[src/rtl/pulse_burst_generator_pkg.sv]
// Shared types and width helpers for the pulse burst generator and related timing blocks.
package pulse_burst_generator_pkg;

   typedef enum logic [1:0] {
      ST_IDLE   = 2'd0,
      ST_ACTIVE = 2'd1,
      ST_GAP    = 2'd2
   } state_e;

   // $clog2 clamped to at least one bit so single-value counters still get a register
   function automatic int unsigned clog2_min1(input int unsigned value);
      int unsigned w;
      w = unsigned'($clog2(value));
      return (w < 32'd1) ? 32'd1 : w;
   endfunction

   function automatic int unsigned max_u(input int unsigned a, input int unsigned b);
      return (a > b) ? a : b;
   endfunction

endpackage

[src/rtl/pulse_burst_generator_if.sv]
// Trigger-in / waveform-out bundle of the pulse burst generator.
interface pulse_burst_generator_if #(
   parameter int unsigned PEND_W = 1
);
   logic              i_trig;
   logic              o_pulse;
   logic              o_busy;
   logic              o_done;
   logic              o_overflow;
   logic [PEND_W-1:0] o_pending;

   modport master (
      output i_trig,
      input  o_pulse, o_busy, o_done, o_overflow, o_pending
   );

   modport slave (
      input  i_trig,
      output o_pulse, o_busy, o_done, o_overflow, o_pending
   );
endinterface

[src/rtl/load_down_counter.sv]
// Loadable down counter that holds at zero; o_zero flags the terminal count.
module load_down_counter #(
   parameter int unsigned WIDTH = 4
) (
   input  logic             i_clk,
   input  logic             i_rst,
   input  logic             i_load,
   input  logic [WIDTH-1:0] i_value,
   input  logic             i_en,
   output logic             o_zero
);
   logic [WIDTH-1:0] count;

   // load wins over decrement; never wraps below zero
   always_ff @(posedge i_clk) begin
      if (i_rst) begin
         count <= '0;
      end else if (i_load) begin
         count <= i_value;
      end else if (i_en && (count != '0)) begin
         count <= count - WIDTH'(1);
      end
   end

   assign o_zero = (count == '0);
endmodule

[src/rtl/pulse_burst_generator.sv]
// Expands 1-cycle triggers into bursts of timed pulses; triggers seen while busy are queued and replayed.
module pulse_burst_generator
   import pulse_burst_generator_pkg::*;
#(
   parameter int unsigned HIGH_CYCLES = 4,
   parameter int unsigned LOW_CYCLES  = 4,
   parameter int unsigned NUM_PULSES  = 1,
   parameter int unsigned MAX_PENDING = 3,
   parameter bit          IS_POSITIVE = 1'b1
) (
   input  logic                   i_clk,
   input  logic                   i_rst,
   pulse_burst_generator_if.slave bus
);
   localparam int unsigned PHASE_W = clog2_min1(max_u(HIGH_CYCLES, LOW_CYCLES));
   localparam int unsigned PULSE_W = clog2_min1(NUM_PULSES);
   localparam int unsigned PEND_W  = clog2_min1(MAX_PENDING + 1);

   localparam logic [PHASE_W-1:0] HIGH_LOAD  = PHASE_W'(HIGH_CYCLES - 1);
   localparam logic [PHASE_W-1:0] LOW_LOAD   = PHASE_W'(LOW_CYCLES - 1);
   localparam logic [PULSE_W-1:0] PULSE_LOAD = PULSE_W'(NUM_PULSES - 1);
   localparam logic [PEND_W-1:0]  PEND_MAX   = PEND_W'(MAX_PENDING);

   if (HIGH_CYCLES < 1) begin : g_bad_high
      $error("pulse_burst_generator: HIGH_CYCLES must be >= 1");
   end
   if (LOW_CYCLES < 1) begin : g_bad_low
      $error("pulse_burst_generator: LOW_CYCLES must be >= 1");
   end
   if (NUM_PULSES < 1) begin : g_bad_num
      $error("pulse_burst_generator: NUM_PULSES must be >= 1");
   end

   state_e              state;
   state_e              next_state;
   logic                phase_zero;
   logic                pulse_zero;
   logic                phase_load;
   logic                phase_en;
   logic [PHASE_W-1:0]  phase_value;
   logic                pulse_load;
   logic                pulse_en;
   logic                last_gap;
   logic [PEND_W-1:0]   pending;
   logic [PEND_W-1:0]   pending_next;
   logic                overflow_next;
   logic                overflow_q;
   logic                pulse_q;

   load_down_counter #(.WIDTH(PHASE_W)) u_phase_cnt (
      .i_clk   (i_clk),
      .i_rst   (i_rst),
      .i_load  (phase_load),
      .i_value (phase_value),
      .i_en    (phase_en),
      .o_zero  (phase_zero)
   );

   load_down_counter #(.WIDTH(PULSE_W)) u_pulse_cnt (
      .i_clk   (i_clk),
      .i_rst   (i_rst),
      .i_load  (pulse_load),
      .i_value (PULSE_LOAD),
      .i_en    (pulse_en),
      .o_zero  (pulse_zero)
   );

   // final LOW cycle of the last pulse in a burst
   assign last_gap = (state == ST_GAP) && phase_zero && pulse_zero;

   always_comb begin
      next_state    = state;
      phase_load    = 1'b0;
      phase_value   = HIGH_LOAD;
      phase_en      = 1'b0;
      pulse_load    = 1'b0;
      pulse_en      = 1'b0;
      pending_next  = pending;
      overflow_next = 1'b0;

      case (state)
         ST_IDLE: begin
            if (bus.i_trig) begin
               next_state = ST_ACTIVE;
               phase_load = 1'b1;
               pulse_load = 1'b1;
            end
         end
         ST_ACTIVE: begin
            if (phase_zero) begin
               next_state  = ST_GAP;
               phase_load  = 1'b1;
               phase_value = LOW_LOAD;
            end else begin
               phase_en = 1'b1;
            end
         end
         ST_GAP: begin
            if (!phase_zero) begin
               phase_en = 1'b1;
            end else if (!pulse_zero) begin
               next_state = ST_ACTIVE;
               phase_load = 1'b1;
               pulse_en   = 1'b1;
            end else if (bus.i_trig) begin
               // a fresh trigger starts the next burst and leaves the queue alone
               next_state = ST_ACTIVE;
               phase_load = 1'b1;
               pulse_load = 1'b1;
            end else if (pending != '0) begin
               next_state   = ST_ACTIVE;
               phase_load   = 1'b1;
               pulse_load   = 1'b1;
               pending_next = pending - PEND_W'(1);
            end else begin
               next_state = ST_IDLE;
            end
         end
         default: begin
            next_state = ST_IDLE;
         end
      endcase

      // queue or drop triggers that did not start a burst this cycle
      if (bus.i_trig && (state != ST_IDLE) && !last_gap) begin
         if (pending < PEND_MAX) begin
            pending_next = pending + PEND_W'(1);
         end else begin
            overflow_next = 1'b1;
         end
      end
   end

   always_ff @(posedge i_clk) begin
      if (i_rst) begin
         state      <= ST_IDLE;
         pending    <= '0;
         overflow_q <= 1'b0;
         pulse_q    <= ~IS_POSITIVE;
      end else begin
         state      <= next_state;
         pending    <= pending_next;
         overflow_q <= overflow_next;
         pulse_q    <= (next_state == ST_ACTIVE) ? IS_POSITIVE : ~IS_POSITIVE;
      end
   end

   assign bus.o_pulse    = pulse_q;
   assign bus.o_busy     = (state != ST_IDLE);
   assign bus.o_done     = last_gap;
   assign bus.o_overflow = overflow_q;
   assign bus.o_pending  = pending;
endmodule

[src/flat_wrapper.sv]
// flat-port wrapper written by rule: the top's interface ports become plain ports
module pulse_burst_generator_flat import pulse_burst_generator_pkg::*;
#(
   parameter int unsigned HIGH_CYCLES = 4,
   parameter int unsigned LOW_CYCLES  = 4,
   parameter int unsigned NUM_PULSES  = 1,
   parameter int unsigned MAX_PENDING = 3,
   parameter bit          IS_POSITIVE = 1'b1
)
  (i_clk, i_rst, bus_i_trig, bus_o_pulse, bus_o_busy, bus_o_done, bus_o_overflow, bus_o_pending);
  pulse_burst_generator_if #(.PEND_W(2)) bus_i ();
  input  logic i_clk;
  input  logic i_rst;
  input wire logic [$bits(bus_i.i_trig)-1:0] bus_i_trig;
  output wire logic [$bits(bus_i.o_pulse)-1:0] bus_o_pulse;
  output wire logic [$bits(bus_i.o_busy)-1:0] bus_o_busy;
  output wire logic [$bits(bus_i.o_done)-1:0] bus_o_done;
  output wire logic [$bits(bus_i.o_overflow)-1:0] bus_o_overflow;
  output wire logic [$bits(bus_i.o_pending)-1:0] bus_o_pending;
  assign bus_i.i_trig = bus_i_trig;
  assign bus_o_pulse = bus_i.o_pulse;
  assign bus_o_busy = bus_i.o_busy;
  assign bus_o_done = bus_i.o_done;
  assign bus_o_overflow = bus_i.o_overflow;
  assign bus_o_pending = bus_i.o_pending;
  pulse_burst_generator #(.HIGH_CYCLES(HIGH_CYCLES), .LOW_CYCLES(LOW_CYCLES), .NUM_PULSES(NUM_PULSES), .MAX_PENDING(MAX_PENDING), .IS_POSITIVE(IS_POSITIVE)) u_core (.i_clk(i_clk), .i_rst(i_rst), .bus(bus_i));
endmodule
[config.mk]
export PLATFORM = sky130hd
export DESIGN_NAME = pulse_burst_generator_flat
export DESIGN_NICKNAME = d
export VERILOG_FILES = /design/src/rtl/pulse_burst_generator_pkg.sv /design/src/rtl/pulse_burst_generator_if.sv /design/src/rtl/load_down_counter.sv /design/src/rtl/pulse_burst_generator.sv /design/src/flat_wrapper.sv
export SDC_FILE = /design/constraint.sdc
export NUM_CORES = 1
export LEC_CHECK = 0
export CORE_AREA = 4 4 41 43
export CTS_CLUSTER_SIZE = 40
export DETAILED_ROUTE_END_ITERATION = 10
export DIE_AREA = 0 0 45 47
export PLACE_DENSITY = 0.67
export SLEW_MARGIN = 40
export SYNTH_ARGS = -nofsm -noshare
export SYNTH_HDL_FRONTEND = slang
export SYNTH_SLANG_ARGS = --single-unit
[constraint.sdc]
create_clock -name i_clk -period 3.6 [get_ports i_clk]
set_clock_uncertainty 0.1 [all_clocks]
set_input_delay 0.54 -clock i_clk [delete_from_list [all_inputs] [get_ports i_clk]]
set_output_delay 0.54 -clock i_clk [all_outputs]
set_load 0.005 [all_outputs]
==> flow_metrics.env, run 1 <==
export IMPL_status="complete, no violations"
export IMPL_num_io_pins=9
export IMPL_placement_io_buffers=8
export IMPL_diodes=0
export IMPL_drt_pass1_iterations=4
export IMPL_slew_viol_final=0
export IMPL_dp_slack_ps=1450
export IMPL_clock_power_share_pct=25.5
export IMPL_syn_cell_area_sq_um=569
export IMPL_fin_setup_tns_ps=0
export IMPL_hp_class="register to register"
export IMPL_synth_seq_cells=9
export IMPL_max_freq_mhz=422
export IMPL_worst_ir_drop_vdd_v=0.000182
export IMPL_fin_ws_ps=1230
export IMPL_endpoint_kind="output port"
export IMPL_synth_distinct_cells=27
export IMPL_core_sq_um=1300
export IMPL_dp_hpwl_um=825
export IMPL_internal_power_mw=0.217
export IMPL_cts_sinks=9
export IMPL_yosys_area_top_type_share_pct=31.6
export IMPL_clkLatencyLatePin_ps=260
export IMPL_grt_max_degree=11
export IMPL_grt_pass1_vias=457
export IMPL_drc_errors=0
export IMPL_ctsRootBufferMaster="clkbuf_4"
export IMPL_routed_wl_um=1090
export IMPL_cp_required_ps=2960
export IMPL_whs_ps=433
export IMPL_period_share_pct=65.8
export IMPL_worst_path_max_fanout=5
export IMPL_syn_nets=75
export IMPL_drive_gt1_share_pct=10.7
export IMPL_p_sw_mw=0.108
export IMPL_synthCells=64
export IMPL_syn_avg_cell_area_sq_um=8.90
export IMPL_worstMarginPinSlew_ps=414
export IMPL_critPathLaunch="u_core.state[0]$_SDFF_PP0_"
export IMPL_fp_dieW_um=45
export IMPL_setup_violations=0
export IMPL_critPathLaunchType="register"
export IMPL_hold_viol_final=0
export IMPL_fin_util_pct=53.1
export IMPL_grt_use_total_pct=13.3
export IMPL_die_h_um=47
export IMPL_detail_route_antenna_nets=0
export IMPL_netSwitchingFraction_pct=33.3
export IMPL_viasPerCell=5.11
export IMPL_hold_path_startpoint="u_core.u_pulse_cnt.count$_SDFFE_PP0P_"
export IMPL_power_density_nw_per_um2=470
export IMPL_ys_seq_area_share_pct=31.6
export IMPL_combPwrFrac_pct=36.2
export IMPL_grt_pass1_wl_um=1930
export IMPL_synth_top_cells_by_area="dfxtp_1 (32%), ha_1 (18%), inv_1 (5.3%)"
export IMPL_initialDrtViolationCount=5
export IMPL_cts_buffers=3
export IMPL_cts_resized=0
export IMPL_yosysWarnings=0
export IMPL_avgRoutedWirePerCell_um=12.2
export IMPL_gp_congestion=0.726
export IMPL_yosysTopAreaCell="dfxtp_1"
export IMPL_rr_startpoint="u_core.state[0]$_SDFF_PP0_"
export IMPL_rsz0062_at_grt="no"
export IMPL_path_class="register to output port"
export IMPL_start_util_pct=43.8
export IMPL_h_tree_depth=1
export IMPL_max_slew_margin_rel_pct=72.1
export IMPL_cp_arrival_ps=1730
export IMPL_placementRows=13
export IMPL_cts_hold_buf=0
export IMPL_nets=87
export IMPL_layout_cells_most_common="dfxtp_1"
export IMPL_tritoncts="built"
export IMPL_antenna_found_initial=0
export IMPL_via_count=460
export IMPL_clk_path_buf_depth=2
export IMPL_post_cts_setup_buffers=0
export IMPL_cap_violations=0
export IMPL_clk_pin_slew_ps=70
export IMPL_post_route_min_period_ps=2370
export IMPL_dieArea_sq_um=2120
export IMPL_p_seq_share_pct=38.3
export IMPL_syn2layout_area_growth_pct=21.3
export IMPL_final_cell_mix="dfxtp_1 (9), inv_1 (8), ha_1 (8), clkdlybuf4s50_1 (8), nor2_1 (6)"
export IMPL_p_leak_nw=0.312
export IMPL_overflow=0
## layout make-up
cell class | count | area, sq um
flip-flops and latches | 9 | 180
clock buffers | 4 | 26.3
repair buffers | 8 | 80.1
well taps | 15 | 18.8
fillers | 148 | 611
inverters | 8 | 30.0
multi-input cells | 46 | 355
## synthesized netlist by cell type
cell type and number:
a211oi_1 1, a21boi_0 1, a21o_1 1, a21oi_1 2
a22o_2 1, and2b_1 2, and2b_2 1, and4bb_4 1
clkbuf_1 1, dfxtp_1 9, ha_1 8, inv_1 8
mux2_4 1, mux2i_1 2, nand2_1 5, nand2b_1 1
nor2_1 6, nor3_1 1, nor3b_1 1, nor4_1 1
nor4b_1 1, o211ai_2 1, o21ai_0 3, o21ai_1 1
o31ai_1 2, or3_1 1, xnor2_1 1
## worst max-delay path: stages, from the launching register on
cell and delay [ps]:
dfxtp_1 350, inv_1 90, ha_1 240, nand2_1 100, nor2_1 150, clkdlybuf4s50_1 530
## final timing paths
path | endpoint | slack [ps] | cells past startpoint
max | bus_o_done | 1230 | 5
min | u_core.u_pulse_cnt.count$_SDFFE_PP0P_ | 430 | 1
max reg2reg | u_core.bus.o_pulse$_SDFF_PP0_ | 1830 | 6
min reg2reg | u_core.u_pulse_cnt.count$_SDFFE_PP0P_ | 430 | 1
## kinds of logic after synthesis
family	after synthesis	share of synthesized area (%)
buffers and inverters	9	5.93
and+or+nand+nor	21	21.3
xor gates and xnor gates	1	1.54
DFF	9	31.6
muxes	3	6.15
adders and majority gates	8	17.6
AOI/OAI and AO/OA	13	15.8
## power groups by stage
| stage | Clock, mW | Combinational, mW | Sequential (mW) |
|---|---|---|---|
| after floorplan | 0 | 0.0839 | 0.125 |
| after global placement | 0 | 0.117 | 0.127 |
| after detailed placement | 0 | 0.118 | 0.127 |
| after CTS | 0.0866 | 0.119 | 0.125 |
| after global routing | 0.0913 | 0.134 | 0.127 |
| final | 0.0827 | 0.118 | 0.124 |
## routing by layer
| metal | routed length (um) | vias up | global-route usage (%) |
|---|---|---|---|
| met2 | 492 | 9 | 20.1 |
| met4 | 12 | 0 | 10.5 |
| li1 | - | 240 | - |
| met3 | 62 | 2 | 5.75 |
| met5 | 0 | - | 0 |
| met1 | 526 | 209 | 14.6 |
## per-stage QoR
step                area [sq um]  power (mW)  instances
floorplan                    569       0.209         64
global placement             664       0.243         86
detailed placement           664       0.245         86
CTS                          691       0.330         90
global route                 691       0.352         90
finish                       691       0.325         90
## registers in the layout, indices dropped and copies added (netlist names)
signal / cells
u_core.u_phase_cnt.count: 2
u_core.bus.o_pending: 2
u_core.u_pulse_cnt.count: 1
u_core.bus.o_overflow: 1
u_core.bus.o_pulse: 1
u_core.state: 2
No activity file was read; power rests on OpenSTA's default activity.
==> run 2, diff against run 1 <==
--- a/config.mk
+++ b/config.mk
@@ -9,7 +9,7 @@
 export CTS_CLUSTER_SIZE = 40
 export DETAILED_ROUTE_END_ITERATION = 10
 export DIE_AREA = 0 0 45 47
-export PLACE_DENSITY = 0.67
+export PLACE_DENSITY = 0.69
 export SLEW_MARGIN = 40
 export SYNTH_ARGS = -nofsm -noshare
 export SYNTH_HDL_FRONTEND = slang
==> constraint.sdc (replaced) <==
create_clock -name i_clk -period 1.9 [get_ports i_clk]
set_clock_uncertainty 0.1 [all_clocks]
set_input_delay 0.285 -clock i_clk [delete_from_list [all_inputs] [get_ports i_clk]]
set_output_delay 0.285 -clock i_clk [all_outputs]
set_load 0.005 [all_outputs]
==> flow_metrics.env, run 2 (same netlist as run 1, synthesis figures left out) <==
export IMPL_post_cts_setup_buffers=0
export IMPL_rr_worst_depth=7
export IMPL_hold_viol_final=0
export IMPL_clk_pin_slew_ps=70
export IMPL_drive_gt1_share_pct=23.8
export IMPL_drt_pass1_iterations=3
export IMPL_cp_required_ps=1510
export IMPL_drc_errors=0
export IMPL_start_util_pct=43.8
export IMPL_via_count=476
export IMPL_critPathLaunchType="register"
export IMPL_avgRoutedWirePerCell_um=11.9
export IMPL_grt_pass1_vias=454
export IMPL_routed_wl_um=1130
export IMPL_clock_power_share_pct=23.3
export IMPL_power_density_nw_per_um2=850
export IMPL_detail_route_antenna_nets=0
export IMPL_num_io_pins=9
export IMPL_grt_pass1_wl_um=1930
export IMPL_cts_sinks=9
export IMPL_core_sq_um=1300
export IMPL_internal_power_mw=0.434
export IMPL_cts_buffers=3
export IMPL_placementRows=13
export IMPL_setup_violations=0
export IMPL_worstMarginPinSlew_ps=333
export IMPL_fin_util_pct=57.8
export IMPL_worst_path_max_fanout=2
export IMPL_placement_io_buffers=8
export IMPL_path_class="register to output port"
export IMPL_viasPerCell=5.01
export IMPL_ctsRootBufferMaster="clkbuf_4"
export IMPL_initialDrtViolationCount=3
export IMPL_rsz0062_at_grt="no"
export IMPL_p_seq_share_pct=36.9
export IMPL_nFillCells=124
export IMPL_antenna_found_initial=0
export IMPL_die_h_um=47
export IMPL_netSwitchingFraction_pct=32.1
export IMPL_period_share_pct=87.2
export IMPL_cp_arrival_ps=1270
export IMPL_diodes=0
export IMPL_tritoncts="built"
export IMPL_h_tree_depth=1
export IMPL_grt_use_total_pct=13.2
export IMPL_syn2layout_area_growth_pct=32.1
export IMPL_p_sw_mw=0.205
export IMPL_slew_viol_final=0
export IMPL_nets=92
export IMPL_placed_area_sq_um=702
export IMPL_endpoint_kind="output port"
export IMPL_fin_setup_tns_ps=0
export IMPL_final_area_sq_um=752
export IMPL_hold_path_cell_count=1
export IMPL_clk_path_buf_depth=2
export IMPL_overflow=0
export IMPL_worst_ir_drop_vdd_v=0.000466
export IMPL_combPwrFrac_pct=39.8
export IMPL_post_route_min_period_ps=1660
export IMPL_max_freq_mhz=603
export IMPL_cap_violations=0
export IMPL_final_cell_mix="inv_1 (7), dfxtp_1 (7), ha_1 (6), clkdlybuf4s50_1 (6)"
export IMPL_dp_hpwl_um=882
export IMPL_gp_congestion=0.806
export IMPL_max_slew_margin_rel_pct=77.5
export IMPL_hp_class="register to register"
export IMPL_fp_dieW_um=45
export IMPL_dieArea_sq_um=2120
export IMPL_grt_max_degree=8
export IMPL_p_leak_nw=0.356
export IMPL_status="complete, no violations"
export IMPL_clkLatencyLatePin_ps=260
-- run 2: cell count changes in the layout (fill, tap and decap cells not counted), sizes merged --
cell,delta
dlygate4sd2,+1
clkdlybuf4s50,-2
dlymetal6s2s,+1
buf,+5
-- run 2: final timing paths --
path,startpoint,end,slack (ps)
worst max-delay path,u_core.u_phase_cnt.count[0]$_SDFFE_PP0P_,bus_o_done,240
worst min-delay path,u_core.u_pulse_cnt.count$_SDFFE_PP0P_,u_core.u_pulse_cnt.count$_SDFFE_PP0P_,450
worst max register to register,u_core.u_phase_cnt.count[0]$_SDFFE_PP0P_,u_core.bus.o_pending[1]$_SDFF_PP0_,250
worst min register to register,u_core.u_pulse_cnt.count$_SDFFE_PP0P_,u_core.u_pulse_cnt.count$_SDFFE_PP0P_,450
-- run 2: stage by stage --
| step | hold slack, ps | worst slack, ps | power (mW) | std cells |
|---|---|---|---|---|
| detailed placement | 428 | 56.1 | 0.490 | 91 |
| CTS | 446 | 8.53 | 0.649 | 95 |
| finish | 449 | 242 | 0.639 | 95 |
| floorplan | 354 | 362 | 0.396 | 64 |
| global placement | 422 | 65.3 | 0.488 | 91 |
| global route | 463 | 119 | 0.692 | 95 |
-- run 2: critical path, stage by stage, from the launching register on --
cell,delay [ps]
dfxtp_1,340
inv_1,50
ha_1,210
nand2_1,110
nor2_2,50
dlygate4sd2_1,260
-- run 2: final cells by class --
class	count	area, sq um	area share (%)
clock buffers	4	26.3	3.49
inverters	8	30.0	3.99
well taps	15	18.8	2.50
flip-flops and latches	9	185	24.6
multi-input cells	46	373	49.6
repair buffers	13	119	15.8
-- run 2: routing by layer --
metal  GRT usage (%)  routed length [um]  vias to the layer above
met4            5.26                  11                        0
met5               0                   0                        -
li1                -                   -                      251
met1            13.0                 465                      214
met3            5.75                  58                        2
met2            24.3                 598                        9
-- run 2: repair_timing --
action / in CTS / in global routing
hold buffers: 0 / 0
pin swaps: 1 / 0
setup endpoints to repair: 2 / 1
gates resized for setup: 7 / 3
-- run 2: power by group through the flow --
stage / sequential (mW) / combinational (mW) / clock (mW)
floorplan: 0.237 / 0.159 / 0
global placement: 0.236 / 0.252 / 0
detailed placement: 0.238 / 0.253 / 0
CTS: 0.236 / 0.258 / 0.155
global route: 0.240 / 0.290 / 0.162
finish: 0.236 / 0.255 / 0.149
==> run 3, diff against run 2 <==
--- a/config.mk
+++ b/config.mk
@@ -9,7 +9,8 @@
 export CTS_CLUSTER_SIZE = 40
 export DETAILED_ROUTE_END_ITERATION = 10
 export DIE_AREA = 0 0 45 47
-export PLACE_DENSITY = 0.69
+export MAX_ROUTING_LAYER = met4
+export PLACE_DENSITY = 0.67
 export SLEW_MARGIN = 40
 export SYNTH_ARGS = -nofsm -noshare
 export SYNTH_HDL_FRONTEND = slang
==> constraint.sdc (replaced) <==
create_clock -name i_clk -period 1.8 [get_ports i_clk]
set_clock_uncertainty 0.1 [all_clocks]
set_input_delay 0.27 -clock i_clk [delete_from_list [all_inputs] [get_ports i_clk]]
set_output_delay 0.27 -clock i_clk [all_outputs]
set_load 0.005 [all_outputs]
==> flow_metrics.env, run 3 (same netlist as run 1, synthesis figures left out) <==
export IMPL_routed_wl_um=1230
export IMPL_dp_hpwl_um=873
export IMPL_syn2layout_area_growth_pct=36.5
export IMPL_worstMarginPinSlew_ps=288
export IMPL_power_density_nw_per_um2=918
export IMPL_core_sq_um=1300
export IMPL_num_io_pins=9
export IMPL_cts_sinks=9
export IMPL_max_slew_margin_rel_pct=80.6
export IMPL_worst_path_max_fanout=4
export IMPL_status="complete, no violations"
export IMPL_antenna_found_initial=0
export IMPL_diodes=0
export IMPL_cts_buffers=3
export IMPL_max_freq_mhz=594
export IMPL_placementRows=13
export IMPL_slew_viol_final=0
export IMPL_grt_pass1_wl_um=2010
export IMPL_final_area_sq_um=777
export IMPL_hold_viol_final=0
export IMPL_p_leak_nw=0.367
export IMPL_path_class="register to output port"
export IMPL_regToRegSetupSlack_ps=150
export IMPL_tritoncts="built"
export IMPL_worst_ir_drop_vdd_v=0.000440
export IMPL_nets=94
export IMPL_cp_slowest_stage_delay_ps=320
export IMPL_grt_use_total_pct=13.9
export IMPL_via_count=486
export IMPL_path_buf_inv=2
export IMPL_clkLatencyLatePin_ps=260
export IMPL_drt_pass1_iterations=4
export IMPL_ctsRootBufferMaster="clkbuf_4"
export IMPL_avgRoutedWirePerCell_um=12.6
export IMPL_finalPower_mw=0.713
export IMPL_final_cell_mix="inv_1 (7), buf_4 (7), dfxtp_1 (7), clkdlybuf4s50_1 (6)"
export IMPL_fin_ws_ps=117
export IMPL_drc_errors=0
export IMPL_start_util_pct=43.8
export IMPL_critPathLaunchType="register"
export IMPL_fp_dieW_um=45
export IMPL_crit_chain="inv_1 > ha_2 > nand2_1 > nor2_2 > dlygate4sd2_1"
export IMPL_fin_cells=97
export IMPL_gp_congestion=0.775
export IMPL_fin_util_pct=59.7
export IMPL_rr_worst_depth=7
export IMPL_dieArea_sq_um=2120
export IMPL_post_route_min_period_ps=1680
export IMPL_whs_ps=450
export IMPL_overflow=0
export IMPL_grt_max_degree=7
export IMPL_hold_path_cell_count=1
export IMPL_h_tree_depth=1
export IMPL_cp_required_ps=1430
export IMPL_detail_route_antenna_nets=0
export IMPL_placed_area_sq_um=709
export IMPL_setup_violations=0
export IMPL_cp_arrival_ps=1310
export IMPL_period_share_pct=93.5
export IMPL_critPathTopFamily="flip-flops"
export IMPL_rsz0062_at_grt="no"
export IMPL_placement_io_buffers=8
export IMPL_fin_setup_tns_ps=0
export IMPL_drive_gt1_share_pct=26.8
export IMPL_clk_path_buf_depth=2
export IMPL_hp_class="register to register"
export IMPL_viasPerCell=5.01
export IMPL_cp_slowest_cell="dfxtp_1"
export IMPL_dp_slack_ps=-70.8
export IMPL_clk_pin_slew_ps=60
export IMPL_dp_cells=92
export IMPL_crit_cells=5
export IMPL_grt_pass1_vias=472
export IMPL_endpoint_kind="output port"
export IMPL_cap_violations=0
export IMPL_die_h_um=47
export IMPL_initialDrtViolationCount=1
[run 3: cell count changes in the layout (fill, tap and decap cells not counted)]
cell     change
dfxtp_4      -1
buf_4        +2
ha_1         -1
dfxtp_2      +1
ha_4         +1
[run 3: report_power, final]
group,total [mW],internal [mW],switching [mW]
clock network,0.161,0.0857,0.0755
registers,0.248,0.230,0.0171
logic,0.304,0.162,0.142
total,0.713,0.478,0.235
[run 3: area by class of cell]
class                      instances  area (sq um)
sequential                         9           183
clock buffer                       4          26.3
multi-input combinational         46           385
inverter                           8          30.0
fill                             120           524
timing repair buffer              15           134
tap                               15          18.8
[run 3: metal layers]
metal	up-vias	track usage, %	part of all wire (%)
met4	0	8.77	2.0
met3	4	2.30	4.5
li1	253	-	-
met1	215	16.5	46
met5	-	-	0
met2	14	21.8	47
[run 3: worst paths after layout]
| path | endpoint | startpoint |
|---|---|---|
| hold reg to reg | u_core.u_pulse_cnt.count$_SDFFE_PP0P_ | u_core.u_pulse_cnt.count$_SDFFE_PP0P_ |
| setup / recovery | bus_o_done | u_core.u_phase_cnt.count[0]$_SDFFE_PP0P_ |
| setup reg to reg | u_core.bus.o_pending[1]$_SDFF_PP0_ | u_core.state[1]$_SDFF_PP0_ |
| hold / removal | u_core.u_pulse_cnt.count$_SDFFE_PP0P_ | u_core.u_pulse_cnt.count$_SDFFE_PP0P_ |
[run 3: worst register-to-register path, stage by stage (launching register included)]
cell	delay (ps)
dfxtp_2	330
buf_4	130
ha_4	140
buf_4	120
and4bb_4	250
mux2_4	300
mux2i_1	130
nor2_1	50
[run 3: repair_timing]
item,4_1_cts,5_1_grt
setup endpoints to repair,2,3
buffers inserted,1,0
resized for setup,8,3
hold buffers,0,0
cloned,0,0
pin swaps,0,0
==> edit 1 (settings of run 3) <==
`LOW_CYCLES` is set to 4 in 2 places; all go to 5.
--- a/src/rtl/pulse_burst_generator.sv
+++ b/src/rtl/pulse_burst_generator.sv
@@ -5,3 +5,3 @@
    parameter int unsigned HIGH_CYCLES = 4,
-   parameter int unsigned LOW_CYCLES  = 4,
+   parameter int unsigned LOW_CYCLES  = 5,
    parameter int unsigned NUM_PULSES  = 1,
--- a/src/flat_wrapper.sv
+++ b/src/flat_wrapper.sv
@@ -4,3 +4,3 @@
    parameter int unsigned HIGH_CYCLES = 4,
-   parameter int unsigned LOW_CYCLES  = 4,
+   parameter int unsigned LOW_CYCLES  = 5,
    parameter int unsigned NUM_PULSES  = 1,
Formal check against the unedited RTL: not equivalent (Yosys sat finds a counterexample within 10 cycles, from zero or initial values and one cycle with i_rst high).
==> edit 1 against run 3 <==
- core utilization increased by 8.7 points
- total power is 33% higher
- critical path depth is 2 higher
- maximum frequency fell by 4.3%
- setup slack worse by 0.076 ns
- synthesized area is 12% higher
- wire length rose by 25%
- via count up 24%
- cell area increased by 14%
- count of clock-buffer cells in the layout unchanged
- die area unchanged
- sequential cell count increased by 1
- synthesized cell count up 14%
- critical path type is now reg -> reg
- highest routed layer unchanged
==> edit 1: results (changes against run 3) <==
vias in the first global route=589 (+25%); R2R Setup Slk=0.04 ns (-0.11 ns); initial antenna violation count=0 (unchanged); total CTS buffers=3 (unchanged); Synth top cells by count=dfxtp_1 (10), ha_1 (9), inv_1 (8), a21oi_1 (7), nand2_1 (6); Hold EP=u_core.bus.o_pending[0]; register area share after synthesis=31.5% (-0.15 points); Cell variety after synth=29 (+7.4%); Via Count=602 (+24%); antenna cells=0 (unchanged); first drt pass iteration count=4 (unchanged); Critical R2R Capture=u_core.bus.o_pending[1]; drt first-iter violations=14 (+13); Wirelength per Cell=13.9 µm (+9.9%); CP startpoint kind=flop; GRT Total Usage=17.4% (+3.5 points); share of cells above drive strength 1=32.6% (+5.8 points); worst-case reg-to-reg path depth=7 (unchanged); Yosys warning count=0 (unchanged); Root Driver=clkbuf_4; CP arrival=1.86 ns (+0.55 ns); worst r2r src=u_core.state[0]; largest cells by area after synthesis=dfxtp_1 (31%), ha_1 (18%), a21oi_1 (5.5%); CP max-delay cell=or4_4; gpl congestion=0.890 (+15%); Worst-Skew Late Latency=0.27 ns; largest net degree at the start of global routing=7 (unchanged); crit-path leading delay family=simple AND/OR/NAND/NOR gates; worst hold start=u_core.bus.o_pending[0]; CTS clock-pin slew for the worst setup and hold paths=0.07 ns; Max Root-Sink Buffers=2 (unchanged); Final Hold Slack=0.435 ns (-0.0157 ns); VDD IR max=0.000725 V (+65%); CP peak stage delay=0.51 ns (+0.19 ns); status=completed; IO buf count=8 (unchanged); final-stage net count=108 (+15%); post-DP HPWL=1110 µm (+27%); LEAKAGE=0.384 nW (+4.8%); Least-Margin Pin Slew=0.311 ns (+0.0226 ns); max reg flops=3; first-pass GRT wire length=2530 µm (+25%); FILL cells=109 (-9.2%); Mapped Nets=85 (+13%); WP data required=1.91 ns (+0.48 ns)
edit 1: worst max path at each step:
| stage | end | cells after the start |
|---|---|---|
| 2_1_floorplan | u_core.bus.o_pending[1] | 7 |
| 3_3_place_gp | bus_o_done | 4 |
| 3_5_place_dp | u_core.bus.o_pending[1] | 5 |
| 4_1_cts | u_core.bus.o_pending[1] | 7 |
| 5_1_grt | u_core.bus.o_pending[0] | 8 |
| 6_report | u_core.bus.o_pending[1] | 7 |
edit 1: worst register-to-register path, stage by stage, from the launching register on:
cell	delay, ns
dfxtp_2	0.33
inv_2	0.07
ha_4	0.13
and4bb_2	0.24
buf_6	0.11
nor3_2	0.04
or4_4	0.51
a21oi_2	0.15
edit 1: layout make-up:
| class | instances | area [µm²] | share of cell area [%] |
|---|---|---|---|
| Clock buffer | 4 | 36.3 | 4.08 |
| Inverter | 8 | 30.0 | 3.38 |
| Multi-Input combinational cell | 54 | 437 | 49.1 |
| Sequential cell | 10 | 204 | 22.9 |
| Tap cell | 15 | 18.8 | 2.11 |
| Timing Repair Buffer | 19 | 164 | 18.4 |
edit 1: cells by family (layout without fill, tap and decap cells):
kind of cell	after synthesis	after routing	synth area share, %
compound gates	15	15	14.4
xor+xnor	1	1	1.38
mux	1	1	1.77
buf+inv	9	31	5.91
fa+ha+maj	9	9	17.7
flops	10	10	31.5
simple gates	28	28	27.4
edit 1: power breakdown:
group	internal, mW	switching, mW
clock network	0.123	0.0885
logic	0.228	0.222
registers	0.263	0.0246
edit 1: stage by stage:
step	instance area, µm²	cells	utilization [%]	setup slack (ns)	setup TNS [ns]
detailed placement	795	104	61.1	0.0228	0
global placement	795	104	61.1	0.0484	0
global route	890	110	68.4	-0.0331	-0.0655
finish	890	110	68.4	0.0407	0
CTS	846	109	65.0	0.00906	0
floorplan	636	73	-	0.0437	0
edit 1: routing by layer:
metal	wire length, µm	up-vias	track usage (%)
met3	49	5	3.45
met1	700	283	21.6
met2	743	13	26.8
li1	-	301	-
met4	34	0	8.77
met5	0	-	-
edit 1: what timing repair did:
item / in CTS / in global routing
buffers inserted: 1 / 1
setup endpoints to repair: 3 / 3
resized for setup: 9 / 10
pin swaps: 3 / 3
==> edit 2 (config.mk and constraints of run 3) <==
Made on the original files. Make the reset (`i_rst`) asynchronous in 2 clocked blocks.
--- a/src/rtl/load_down_counter.sv
+++ b/src/rtl/load_down_counter.sv
@@ -14,3 +14,3 @@
    // load wins over decrement; never wraps below zero
-   always_ff @(posedge i_clk) begin
+   always_ff @(posedge i_clk or posedge i_rst) begin
       if (i_rst) begin
--- a/src/rtl/pulse_burst_generator.sv
+++ b/src/rtl/pulse_burst_generator.sv
@@ -133,3 +133,3 @@
 
-   always_ff @(posedge i_clk) begin
+   always_ff @(posedge i_clk or posedge i_rst) begin
       if (i_rst) begin
Check against the original RTL: differs if i_rst is asserted again (counterexample within 4 cycles, from zero or initial values and one cycle with i_rst high); with i_rst held inactive, the same outputs for 10 cycles.
==> edit 2 against run 3 <==
- synthesized area rose by 9.5%
- highest routed layer unchanged
- setup slack got worse by 0.015 ns
- global-route usage rose by 1.1 points
- cell area rose by 3.7%
- wire length rose by 7.0%
- sequential cell count did not move
- worst hold slack got worse by 0.29 ns
Power is not compared: it rests on default switching activity, and its combinational part moved more than twofold at a synthesized area within 25%.
==> edit 2: results (changes against run 3) <==
placed cells=91 (-1.1%); WL met2=582 µm (+0.17%); Main synth FF type=dfrtp_1; largest cells by area after synthesis=dfrtp_1 (36%), ha_1 (16%), inv_1 (6.0%); Mapped Nets=76 (+1.3%); CP Max Fanout=7 (+3); CP max-delay cell=dfrtp_1; Sw Pwr=0.488 mW; R2R Setup Slk=0.10 ns (-0.05 ns); worst-case reg-to-reg path depth=6 (-1); vias per cell=5.22 (+4.2%); first-pass GRT wire length=2080 µm (+3.4%); GRT Total Usage=15.0% (+1.1 points); vias in the first global route=485 (+2.8%); initial antenna violation count=0 (unchanged); Final Hold Slack=0.164 ns (-0.287 ns); antenna cells=0 (unchanged); DP Worst Slack=0.0865 ns (+0.157 ns); DR WL met3=37 µm (-33%); first drt pass iteration count=3 (-1); async set-reset flop share out of synthesis=100% (+100 points); Wirelength per Cell=13.7 µm (+8.1%); drt first-iter violations=5 (+4); Worst-Skew Late Latency=0.26 ns (about the same); Non-clock buffers=15 (unchanged); met1 wire length=668 µm (+19%); register area share after synthesis=36.1% (+4.5 points); met3 Usage GRT=4.60% (+2.3 points); Seq area share=28.0% (+4.4 points); GRT met2 Usage=20.3% (-1.4 points); final-stage net count=93 (-1.1%); FILL cells=112 (-6.7%); ClkCell Share=3.26% (-0.12 points); Via Count=501 (+3.1%); Multi-input gate area=368 µm² (-4.5%); Seq Cell Count=9 (unchanged); GR Util met1=17.9% (+1.5 points); CP peak stage delay=0.40 ns (+0.08 ns); LEAKAGE=0.399 nW; CP arrival=1.78 ns (+0.47 ns); multi-input combinational gate total=43 (-6.5%); worst min path class=in -> async; Cell variety after synth=29 (+7.4%); status=completed; post-DP HPWL=932 µm (+6.8%); gpl congestion=0.845 (+9.1%); Tcrit/Tclk final=94.3% (+0.82 points); Post-Syn Instances=65 (+1.6%); share of cells above drive strength 1=21.0% (-5.8 points); Synth top cells by count=inv_1 (10), dfrtp_1 (9), ha_1 (8), nand2_1 (5), nand2b_1 (3); Clock net power=0.164 mW; Non-Clock Buffer Area Fraction=16.1% (-1.1 points); largest net degree at the start of global routing=10 (+3); Least-Margin Pin Slew=0.356 ns (+0.0679 ns); Logic inverters=10 (+2)
-- edit 2: cell count changes after synthesis, moves of 3 or more --
cell,before,now
dfrtp_1,0,9
dfxtp_1,9,0
nor2_1,6,1
o21ai_0,3,0
-- edit 2: cell families (layout without fill, tap and decap cells) --
| kind of cell | after synthesis | in the layout | share of synthesized area (%) |
|---|---|---|---|
| flops | 9 | 9 | 36.1 |
| xor+xnor | 1 | 1 | 1.41 |
| compound gates | 14 | 14 | 17.3 |
| buf+inv | 13 | 29 | 9.44 |
| simple gates | 18 | 18 | 16.5 |
| mux | 2 | 2 | 3.21 |
| fa+ha+maj | 8 | 8 | 16.1 |
-- edit 2: repair_timing --
action	4_1_cts	5_1_grt
gates cloned	0	0
hold buffers	0	0
gates resized for setup	5	6
buffers inserted	1	0
setup endpoints to repair	2	4
endpoints found under the hold margin	0	0
pin swaps	0	1
-- edit 2: critical path: cells and delay by family, from the launching register on --
kind,cells,cell delay [ns]
simple gates,1,0.18
fa+ha+maj,1,0.18
flops,1,0.40
buf+inv,2,0.31
compound gates,2,0.44
-- edit 2: path summary, 6_finish.rpt --
path                                                  start                           to
worst max-delay path                        u_core.state[1]      u_core.bus.o_pending[0]
worst min-delay path                                  i_rst           u_core.bus.o_pulse
worst max register to register              u_core.state[1]      u_core.bus.o_pending[0]
worst min register to register  u_core.u_phase_cnt.count[1]  u_core.u_phase_cnt.count[1]
max in group asynchronous                             i_rst      u_core.bus.o_pending[1]
min in group i_clk              u_core.u_phase_cnt.count[1]  u_core.u_phase_cnt.count[1]
-- edit 2: through the flow --
stage               utilization [%]  cell area, µm²  power, mW
detailed placement             57.3             746       1.03
finish                         61.9             806       1.26
floorplan                         -             623      0.770
CTS                            60.9             792       1.23
global route                   61.9             806       1.37
global placement               57.3             746       1.02
